--- config.mk ---
export PLATFORM = sky130hd
export DESIGN_NAME = sync_fifo_param
export DESIGN_NICKNAME = d
export VERILOG_FILES = /design/src/rtl/sync_fifo_pkg.sv /design/src/rtl/sync_fifo_ram.sv /design/src/rtl/sync_fifo_param.sv
export SDC_FILE = /design/constraint.sdc
export NUM_CORES = 1
export LEC_CHECK = 0
export ABC_AREA = 1
export CELL_PAD_IN_SITES_DETAIL_PLACEMENT = 2
export CELL_PAD_IN_SITES_GLOBAL_PLACEMENT = 2
export CORE_MARGIN = 2
export CORE_UTILIZATION = 39
export DETAILED_ROUTE_END_ITERATION = 7
export PLACE_DENSITY_LB_ADDON = 0.1
export SYNTH_ARGS = -nofsm -noshare
export SYNTH_HDL_FRONTEND = slang
export SYNTH_SLANG_ARGS = --single-unit
--- constraint.sdc ---
create_clock -name clk -period 3.18 [get_ports clk]
set_input_delay 0.477 -clock clk [delete_from_list [all_inputs] [get_ports clk]]
set_output_delay 0.477 -clock clk [all_outputs]
set_load 0.01 [all_outputs]
--- src/rtl/sync_fifo_pkg.sv ---
// Shared constants and helpers for the single-clock FIFO.
// Consumers select FWFT read mode at compile time with SYNC_FIFO_FWFT_EN.
package sync_fifo_pkg;

    localparam int unsigned DefWidth    = 8;
    localparam int unsigned DefDepth    = 16;
    localparam int unsigned DefAfThresh = DefDepth - 2;
    localparam int unsigned DefAeThresh = 2;

    function automatic int unsigned clog2(input int unsigned n);
        int unsigned r;
        int unsigned v;
        r = 0;
        v = 1;
        while (v < n) begin
            v = v << 1;
            r = r + 1;
        end
        return r;
    endfunction

    // Address bits only; the pointers carry one extra wrap bit on top of this.
    function automatic int unsigned ptr_width(input int unsigned depth);
        return clog2(depth);
    endfunction

endpackage

--- src/rtl/sync_fifo_ram.sv ---
// DEPTH x WIDTH storage: synchronous write port, asynchronous read port.
// Contents are never reset; validity is tracked by the FIFO pointers.
module sync_fifo_ram
    import sync_fifo_pkg::*;
#(
    parameter int unsigned WIDTH = DefWidth,
    parameter int unsigned DEPTH = DefDepth,
    localparam int unsigned AW   = clog2(DEPTH)
) (
    input  logic             clk_i,
    input  logic             we_i,
    input  logic [AW-1:0]    waddr_i,
    input  logic [WIDTH-1:0] wdata_i,
    input  logic [AW-1:0]    raddr_i,
    output logic [WIDTH-1:0] rdata_o
);

    logic [WIDTH-1:0] mem_q [DEPTH];

    always_ff @(posedge clk_i) begin
        if (we_i) begin
            mem_q[waddr_i] <= wdata_i;
        end
    end

    assign rdata_o = mem_q[raddr_i];

endmodule

--- src/rtl/sync_fifo_param.sv ---
// Single-clock FIFO with fill level, almost flags, flush and sticky errors.
// Define SYNC_FIFO_FWFT_EN for first-word-fall-through reads; default is registered dout.
module sync_fifo_param
    import sync_fifo_pkg::*;
#(
    parameter int unsigned WIDTH      = DefWidth,
    parameter int unsigned DEPTH      = DefDepth,
    parameter int unsigned AF_THRESH  = DEPTH - 2,
    parameter int unsigned AE_THRESH  = DefAeThresh,
    localparam int unsigned PTR_WIDTH = ptr_width(DEPTH)
) (
    input  logic               clk,
    input  logic               rst_n,
    input  logic               wr_en,
    input  logic [WIDTH-1:0]   din,
    input  logic               rd_en,
    input  logic               flush,
    input  logic               err_clr,
    output logic [WIDTH-1:0]   dout,
    output logic               full,
    output logic               empty,
    output logic               almost_full,
    output logic               almost_empty,
    output logic [PTR_WIDTH:0] count,
    output logic               overflow,
    output logic               underflow
);

    localparam int unsigned CntW = PTR_WIDTH + 1;

    logic [PTR_WIDTH:0] wptr_q, wptr_d;
    logic [PTR_WIDTH:0] rptr_q, rptr_d;
    logic               overflow_q, overflow_d;
    logic               underflow_q, underflow_d;
    logic               wr_accept, rd_accept;
    logic [WIDTH-1:0]   ram_rdata;

    // Status is a function of the registered pointers only.
    assign empty        = (wptr_q == rptr_q);
    assign full         = (wptr_q[PTR_WIDTH] != rptr_q[PTR_WIDTH]) &&
                          (wptr_q[PTR_WIDTH-1:0] == rptr_q[PTR_WIDTH-1:0]);
    assign count        = wptr_q - rptr_q;
    assign almost_full  = (count >= CntW'(AF_THRESH));
    assign almost_empty = (count <= CntW'(AE_THRESH));
    assign overflow     = overflow_q;
    assign underflow    = underflow_q;

    assign wr_accept = wr_en && !full && !flush;
    assign rd_accept = rd_en && !empty && !flush;

    always_comb begin
        wptr_d = wptr_q;
        rptr_d = rptr_q;
        if (flush) begin
            wptr_d = '0;
            rptr_d = '0;
        end else begin
            if (wr_accept) wptr_d = wptr_q + CntW'(1);
            if (rd_accept) rptr_d = rptr_q + CntW'(1);
        end
        // A fresh error in the same cycle as err_clr wins.
        overflow_d  = (overflow_q && !err_clr) || (wr_en && full);
        underflow_d = (underflow_q && !err_clr) || (rd_en && empty);
    end

    always_ff @(posedge clk or negedge rst_n) begin
        if (!rst_n) begin
            wptr_q      <= '0;
            rptr_q      <= '0;
            overflow_q  <= 1'b0;
            underflow_q <= 1'b0;
        end else begin
            wptr_q      <= wptr_d;
            rptr_q      <= rptr_d;
            overflow_q  <= overflow_d;
            underflow_q <= underflow_d;
        end
    end

    sync_fifo_ram #(
        .WIDTH (WIDTH),
        .DEPTH (DEPTH)
    ) u_ram (
        .clk_i   (clk),
        .we_i    (wr_accept),
        .waddr_i (wptr_q[PTR_WIDTH-1:0]),
        .wdata_i (din),
        .raddr_i (rptr_q[PTR_WIDTH-1:0]),
        .rdata_o (ram_rdata)
    );

`ifdef SYNC_FIFO_FWFT_EN
    // Head word is presented directly; forced to zero while empty.
    assign dout = empty ? '0 : ram_rdata;
`else
    logic [WIDTH-1:0] dout_q, dout_d;

    assign dout_d = rd_accept ? ram_rdata : dout_q;

    always_ff @(posedge clk or negedge rst_n) begin
        if (!rst_n) begin
            dout_q <= '0;
        end else begin
            dout_q <= dout_d;
        end
    end

    assign dout = dout_q;
`endif

endmodule

* After elaboration in Yosys (flattened, before gate mapping)
Memories as Yosys holds them, arrays and structs flattened. A register that Yosys moved wholly into a read port is not among the register bits.
Cells that the tools add are included.
Widths: inputs -> output; s select.
** Storage, ports and cells
- Output and inout port bits :: 19
- Register bits after elaboration :: 12
- Memories kept :: 1
- Bits in writable memories :: 128
- Logic and storage cells :: 37
** Operators by class
- Muxes and demuxes :: 6
- Eq/ne operators :: 3
- Add/sub/neg operators :: 3
- Reduce and logical (&&, ||, !) cells :: 18
- Order comparisons :: 2
** Memory list
- u_ram.mem_q :: depth 16, bits a word 8, rd ports 1, clocked after memory_dff 1, wr ports 1, line sync_fifo_ram.sv:18 : logic [WIDTH-1:0] mem_q [DEPTH];
** Operators with widths (number)
- $mux 5 :: 4
- $add 5x1->5 const B :: 2
- $logic_and 1x1->1 :: 9
- $eq 5x5->1 :: 1
- $ge 5x4->1 const B :: 1
- $le 5x2->1 const B :: 1
- $logic_not 1->1 :: 5
- $sub 5x5->5 :: 1
- $eq 4x4->1 :: 1
- $reduce_bool 2->1 :: 2
- $logic_or 1x1->1 :: 2
- $mux 1 :: 2
- $ne 1x1->1 :: 1

* Depth between registers and ports, before layout
Gate-level depths: netlist of the first run.
- Word-level depth :: 7
- Depth in mapped cells :: 12
- Depth with buffers taken out :: 9

* Modules after synthesis
A second synthesis of the first run with hierarchy kept.
** Second synthesis, totals
- Cells, all modules :: 717
- Area total of the unflattened synthesis :: 6902.9 µm²
** By module, submodules not included
- sync_fifo_ram :: area each 5606.6 µm², cells an instance 543, times used 1, sequential area each 3843.7 µm²
- sync_fifo_param :: area each 1296.2 µm², cells an instance 174, times used 1, sequential area each 500.5 µm²

* Worst setup path before layout of the first run
No wires, ideal clock.
- Path type :: register to register
- From :: register rptr_q[1]
- To :: memory u_ram.mem_q[11][0] (netlist name), enable pin
- Buffers on the path :: 2
- Setup time :: 0.383 ns
- Arrival time :: 2.169 ns
- Setup slack :: 0.627 ns
- Stages on the path, launching flop included :: 12
- Cells stage by stage :: dfrtp_1 buf_2 inv_2 buf_2 ha_1 nand2_1 nor2_2 nand2_1 nand2_2 nor2_4 inv_1 nor3_1
** On the way
- Cells in the longest elaborated chain, start to end :: 7
** RTL lines
- from (decl) :: line sync_fifo_param.sv:32 : logic [PTR_WIDTH:0] rptr_q, rptr_d;
- from (signal assigned) :: line sync_fifo_param.sv:74 : rptr_q <= rptr_d;
- $eq 4x4->1 :: line sync_fifo_param.sv:41 : (wptr_q[PTR_WIDTH-1:0] == rptr_q[PTR_WIDTH-1:0]);
- $logic_and 1x1->1 :: line sync_fifo_param.sv:40 : assign full = (wptr_q[PTR_WIDTH] != rptr_q[PTR_WIDTH]) &&
- $logic_not 1->1 :: line sync_fifo_param.sv:48 : assign wr_accept = wr_en && !full && !flush;
- $logic_and 1x1->1 (2 in a row) :: line sync_fifo_param.sv:48
- $mux 1 :: line sync_fifo_ram.sv:21 : if (we_i) begin
- $mux 1 (not written as such) :: line sync_fifo_ram.sv:22 : mem_q[waddr_i] <= wdata_i;
- to (decl) :: line sync_fifo_ram.sv:18
No other way between the ends.

* Worst setup path in the final report of the first run
- From :: register wptr_q[0]
- To :: output count[4]
** On the way
- Cells in the longest elaborated chain, start to end :: 1
** RTL lines
- from (decl) :: line sync_fifo_param.sv:31 : logic [PTR_WIDTH:0] wptr_q, wptr_d;
- from (signal assigned) :: line sync_fifo_param.sv:73 : wptr_q <= wptr_d;
- $sub 5x5->5 :: line sync_fifo_param.sv:42 : assign count = wptr_q - rptr_q;
- to (decl) :: line sync_fifo_param.sv:24 : output logic [PTR_WIDTH:0] count,
No other way between the ends.

==> flow_metrics.env, run 1 <==
export IMPL_io_buffers=32
export IMPL_place_inst=907
export IMPL_grt_pass1_vias=5462
export IMPL_syn_nets=678
export IMPL_post_route_period_util=0.955
export IMPL_grt_pass1_wl_um=31000
export IMPL_final_cells=939
export IMPL_synth_edf_count=128
export IMPL_num_vias=4790
export IMPL_dieArea_um2=18000
export IMPL_start_util=0.398
export IMPL_core_rowCount=47
export IMPL_critical_path_class="register to primary output"
export IMPL_cts_sinks=148
export IMPL_place_congestion=0.760
export IMPL_hpwl_um=13100
export IMPL_clock_fmax_mhz=329
export IMPL_drv_slew=0
export IMPL_wl_per_cell_um=21.4
export IMPL_synth_top_area_frac=0.582
export IMPL_n_antenna_cell=0
export IMPL_fillers=1725
export IMPL_placed_area_um2=7260
export IMPL_tritoncts="yes"
export IMPL_antenna_left=0
export IMPL_final_cell_area_um2=7840
export IMPL_yosysTopAreaCell="edfxtp_1"
export IMPL_cp_arrival_ns=2.56
export IMPL_fin_ws_ns=0.142
export IMPL_cts_buffer_depth=2
export IMPL_viasPerCell=5.10
export IMPL_dp_slack_ns=0.354
export IMPL_cts_buffers=17
export IMPL_end_kind="primary output"
export IMPL_cp_slowest_cell="clkdlybuf4s50_1"
export IMPL_regArea_um2=4350
export IMPL_htree_num_levels=4
export IMPL_num_nets_final=730
export IMPL_period_needed_ns=3.04
export IMPL_synth_most_common_cell="nand2_1"
export IMPL_whs_ns=0.425
export IMPL_p_total_mw=5.23
export IMPL_ys_warn_count=0
export IMPL_setup_violations=0
export IMPL_max_slew_margin=0.444
export IMPL_p_leak_nw=3.37
export IMPL_start_kind="register"
export IMPL_synth_flop_cell="edfxtp_1"
export IMPL_min_path_type="input pin to asynchronous set/reset pin"
export IMPL_crit_path_cell_trace="inv_2, ha_1, inv_1, fa_1, nand3_1, nand2_1, xor2_2, clkdlybuf4s50_1"
export IMPL_utilization=0.472
export IMPL_grt_max_degree=68
export IMPL_synth_commonest_cells="nand2_1, edfxtp_1, inv_1, nand3_1, nor2_1"
export IMPL_synth_area_um2=6610
export IMPL_grt_util_all_layers=0.235
export IMPL_hold_viol=0
export IMPL_synth_async_reset_ratio=0.135
export IMPL_power_density_nw_per_um2=668
export IMPL_required_ns=2.70
export IMPL_route_detailed_drc=0
export IMPL_gr_total_overflow=0
export IMPL_ir_drop_uv=344
export IMPL_core_um2=16600
export IMPL_rr_startpoint="wptr_q[2]"
export IMPL_synth_seq_cells=148
export IMPL_io_pins=33
export IMPL_firstDrtPassIters=4
export IMPL_syn_mean_instance_area_um2=10.1
export IMPL_worst_pin_slew_ns=0.834
export IMPL_r2r_slack_ns=0.73
export IMPL_fin_setup_tns_ns=0
export IMPL_outcome="complete, no violations"
export IMPL_antenna_found_initial=0
export IMPL_first_iter_violations=248
export IMPL_ys_types=29
export IMPL_maxCapViolCount=0
export IMPL_synthTopCellsByArea="edfxtp_1, nand2_1, dfrtp_1, nand3_1, inv_1"
export IMPL_routed_wl_um=20100
export IMPL_multi_input_area_um2=1820
export IMPL_max_stage_delay_ns=0.56
export IMPL_r2r_end="u_ram.mem_q[2][4]"
export IMPL_clkLatencyLatePin_ns=0.43
export IMPL_clock_root_buffer="clkbuf_16"
export IMPL_cts_clk_slew_worst_paths_ns=0.06
export IMPL_crit_path_max_fanout=5
export IMPL_seq_area_frac_synth=0.658
export IMPL_layout_drive_gt1_share=0.0946
export IMPL_fin_skew_ns=0.0134
export IMPL_die_height_um=134
export IMPL_rsz0062_at_grt="false"
export IMPL_synthToLayoutAreaGrowth_pct=18.6
export IMPL_die_w_um=134
export IMPL_reg2regPathDepth=9
export IMPL_synthCells=654
==> per-layer routing <==
| metal | vias to the layer above | global-route usage | share of wire |
|---|---|---|---|
| met2 | 91 | 0.431 | 0.54 |
| met5 | - | 0 | 0 |
| met3 | 21 | 0.0397 | 0.026 |
| met1 | 2455 | 0.281 | 0.42 |
| met4 | 0 | 0.0754 | 0.014 |
| li1 | 2223 | - | - |
==> power by group <==
part | leakage [nW] | internal (mW) | switching, mW
registers | 1.40 | 2.18 | 0.0444
logic | 1.69 | 0.407 | 0.694
clock network | 0.271 | 1.16 | 0.748
total | 3.37 | 3.75 | 1.49
==> cell type report <==
class	instances	area share
Clock buffer	27	0.0642
Clock inverter	5	0.00671
Inverter	86	0.0412
Multi-Input combinational cell	396	0.233
Sequential cell	148	0.555
Tap cell	220	0.0351
Timing Repair Buffer	57	0.0655
==> flip-flops by register name (all words and copies together) (netlist names) <==
signal and cells:
wptr_q 5, underflow 1, overflow 1, rptr_q 5, u_ram.mem_q 128, dout 8
==> worst max-delay path by stage <==
stage	from	to	cells past startpoint
after floorplan	rptr_q[1]	u_ram.mem_q[11][0]	11
after global placement	wptr_q[0]	almost_full	9
after detailed placement	wptr_q[0]	almost_full	9
after CTS	wptr_q[0]	almost_full	9
after global routing	wptr_q[0]	count[4]	8
final	wptr_q[0]	count[4]	8
==> worst max-delay path: cells and delay by family (launching register included) <==
family	cells	cell delay (ns)
buf+inv	3	0.74
fa+ha+maj	2	0.58
flops	1	0.42
simple gates	2	0.22
xor+xnor	1	0.18
==> cell families (layout without fill, tap and decap cells) <==
| kind of cell | count (synthesis) | in the layout | share of synthesized area |
|---|---|---|---|
| AOI/OAI and AO/OA | 24 | 24 | 0.0201 |
| xor gates and xnor gates | 7 | 7 | 0.00928 |
| adders and majority gates | 10 | 10 | 0.0201 |
| buffers and inverters | 110 | 175 | 0.0688 |
| DFF | 148 | 148 | 0.658 |
| and+or+nand+nor | 355 | 355 | 0.224 |
==> placed cells by master (no fill, tap or decap), types with 2 or more instances in the layout <==
cell type	count
clkbuf_16	17
nor2_2	3
xor2_2	2
dlymetal6s2s_1	2
inv_1	80
nor3_1	6
a21oi_1	9
o21ai_1	2
clkbuf_8	4
o21ai_0	9
nor2_1	24
nand2_1	235
xor2_1	4
clkinv_1	3
nand3_1	80
a21oi_2	2
buf_4	25
clkdlybuf4s50_1	30
dfrtp_1	19
nand2_2	4
ha_1	9
clkbuf_1	6
clkinv_2	3
inv_2	3
edfxtp_1	128
==> timing repair <==
item | in CTS | in global routing
buffers inserted | 0 | 0
gates resized for setup | 2 | 3
hold buffers | 0 | 0
endpoints found under the setup margin | 2 | 2
(Power assumes the default switching activity.)
==> run 2, diff against run 1 <==
- CORE_MARGIN: 2 -> default
==> flow_metrics.env, run 2 (synthesis results as in run 1) <==
export IMPL_outcome="complete, no violations"
export IMPL_tritoncts="yes"
export IMPL_critPathTopFamily="buffers and inverters"
export IMPL_crit_path_max_fanout=5
export IMPL_cts_buffers=17
export IMPL_layout_commonest_cell="nand2_1"
export IMPL_ir_drop_uv=389
export IMPL_end_kind="primary output"
export IMPL_hpwl_um=12700
export IMPL_firstDrtPassIters=5
export IMPL_place_congestion=0.746
export IMPL_setup_violations=0
export IMPL_clkLatencyLatePin_ns=0.42
export IMPL_cts_clk_slew_worst_paths_ns=0.06
export IMPL_cp_arrival_ns=2.53
export IMPL_cp_slowest_cell="clkdlybuf4s50_1"
export IMPL_io_pins=33
export IMPL_antenna_found_initial=0
export IMPL_whs_ns=0.407
export IMPL_fin_setup_tns_ns=0
export IMPL_post_cts_buffers=0
export IMPL_max_flop_register="u_ram.mem_q"
export IMPL_first_iter_violations=209
export IMPL_route_detailed_drc=0
export IMPL_num_nets_final=731
export IMPL_max_stage_delay_ns=0.56
export IMPL_post_route_period_util=0.946
export IMPL_core_um2=16600
export IMPL_placed_area_um2=7280
export IMPL_start_kind="register"
export IMPL_final_cell_mix="nand2_1, edfxtp_1, inv_1, nand3_1, clkdlybuf4s50_1"
export IMPL_maxCapViolCount=0
export IMPL_rsz0062_at_grt="false"
export IMPL_cts_buffer_depth=2
export IMPL_num_vias=4821
export IMPL_path_buf_inv=3
export IMPL_gr_total_overflow=0
export IMPL_layout_drive_gt1_share=0.0931
export IMPL_antenna_left=0
export IMPL_largest_register_ffs=128
export IMPL_ctsHoldBuffers=0
export IMPL_grt_util_all_layers=0.244
export IMPL_multi_input_area_um2=1820
export IMPL_grt_max_degree=67
export IMPL_viasPerCell=5.13
export IMPL_die_height_um=132
export IMPL_die_w_um=132
export IMPL_required_ns=2.70
export IMPL_clock_fmax_mhz=332
export IMPL_io_buffers=32
export IMPL_wl_per_cell_um=20.9
export IMPL_final_cell_area_um2=7850
export IMPL_crit_path_cell_trace="inv_2, ha_1, inv_1, fa_1, nand3_1, nand2_1, xor2_2, clkdlybuf4s50_1"
export IMPL_start_util=0.398
export IMPL_routed_wl_um=19600
export IMPL_grt_pass1_wl_um=30900
export IMPL_cts_sinks=148
export IMPL_regArea_um2=4350
export IMPL_max_slew_margin=0.447
export IMPL_dieArea_um2=17500
export IMPL_grt_pass1_vias=5472
export IMPL_hold_viol=0
export IMPL_period_needed_ns=3.01
export IMPL_clock_root_buffer="clkbuf_16"
export IMPL_synthToLayoutAreaGrowth_pct=18.8
export IMPL_htree_num_levels=4
export IMPL_power_density_nw_per_um2=671
export IMPL_drv_slew=0
export IMPL_n_antenna_cell=0
export IMPL_fillers=1732
export IMPL_core_rowCount=47
export IMPL_p_leak_nw=3.37
export IMPL_min_path_type="input pin to asynchronous set/reset pin"
export IMPL_worst_pin_slew_ns=0.826
export IMPL_critical_path_class="register to primary output"
export IMPL_fin_skew_ns=0.00920
-- run 2: routing by layer --
layer / share of wire / up-vias / wire length [um] / track usage
li1: - / 2228 / - / -
met1: 0.42 / 2472 / 8300 / 0.288
met2: 0.52 / 89 / 10200 / 0.437
met3: 0.036 / 32 / 699 / 0.0458
met4: 0.022 / 0 / 436 / 0.0963
met5: 0 / - / 0 / 0
-- run 2: path summary, 6_finish.rpt --
path	start	endpoint	slack (ns)	cells past startpoint
worst max register to register	rptr_q[2]	u_ram.mem_q[13][6]	0.77	10
worst max-delay path	wptr_q[0]	count[4]	0.17	8
min in group clk	underflow	underflow	0.54	2
worst min register to register	underflow	underflow	0.54	2
max in group asynchronous	rst_n	rptr_q[0]	2.16	2
worst min-delay path	rst_n	dout[7]	0.41	1
-- run 2: where the power goes --
group          total, mW  switching (mW)  internal (mW)
Sequential          2.23          0.0456           2.18
Clock               1.91           0.770           1.14
Combinational       1.12           0.707          0.418
-- run 2: area by class of cell --
type                            instances  area share
Clock inverter                         11      0.0140
Sequential cell                       148       0.554
Inverter                               86      0.0411
Timing Repair Buffer                   58      0.0679
Multi-Input combinational cell        396       0.232
Clock buffer                           21      0.0561
Tap cell                              220      0.0351
-- run 2: per-stage QoR --
stage | std cells | power [mW] | setup slack [ns] | util
6_report | 940 | 5.27 | 0.170 | 0.473
2_1_floorplan | 654 | 2.90 | 0.627 | -
4_1_cts | 940 | 5.33 | 0.0357 | 0.473
5_1_grt | 940 | 5.51 | 0.0266 | 0.473
3_5_place_dp | 908 | 3.40 | 0.386 | 0.439
3_3_place_gp | 908 | 3.34 | 0.517 | 0.439
-- run 2: timing repair --
action	in CTS	in global routing
setup endpoints to repair	2	2
gates resized for setup	2	3
pin swaps	0	0
hold endpoints to repair	0	0
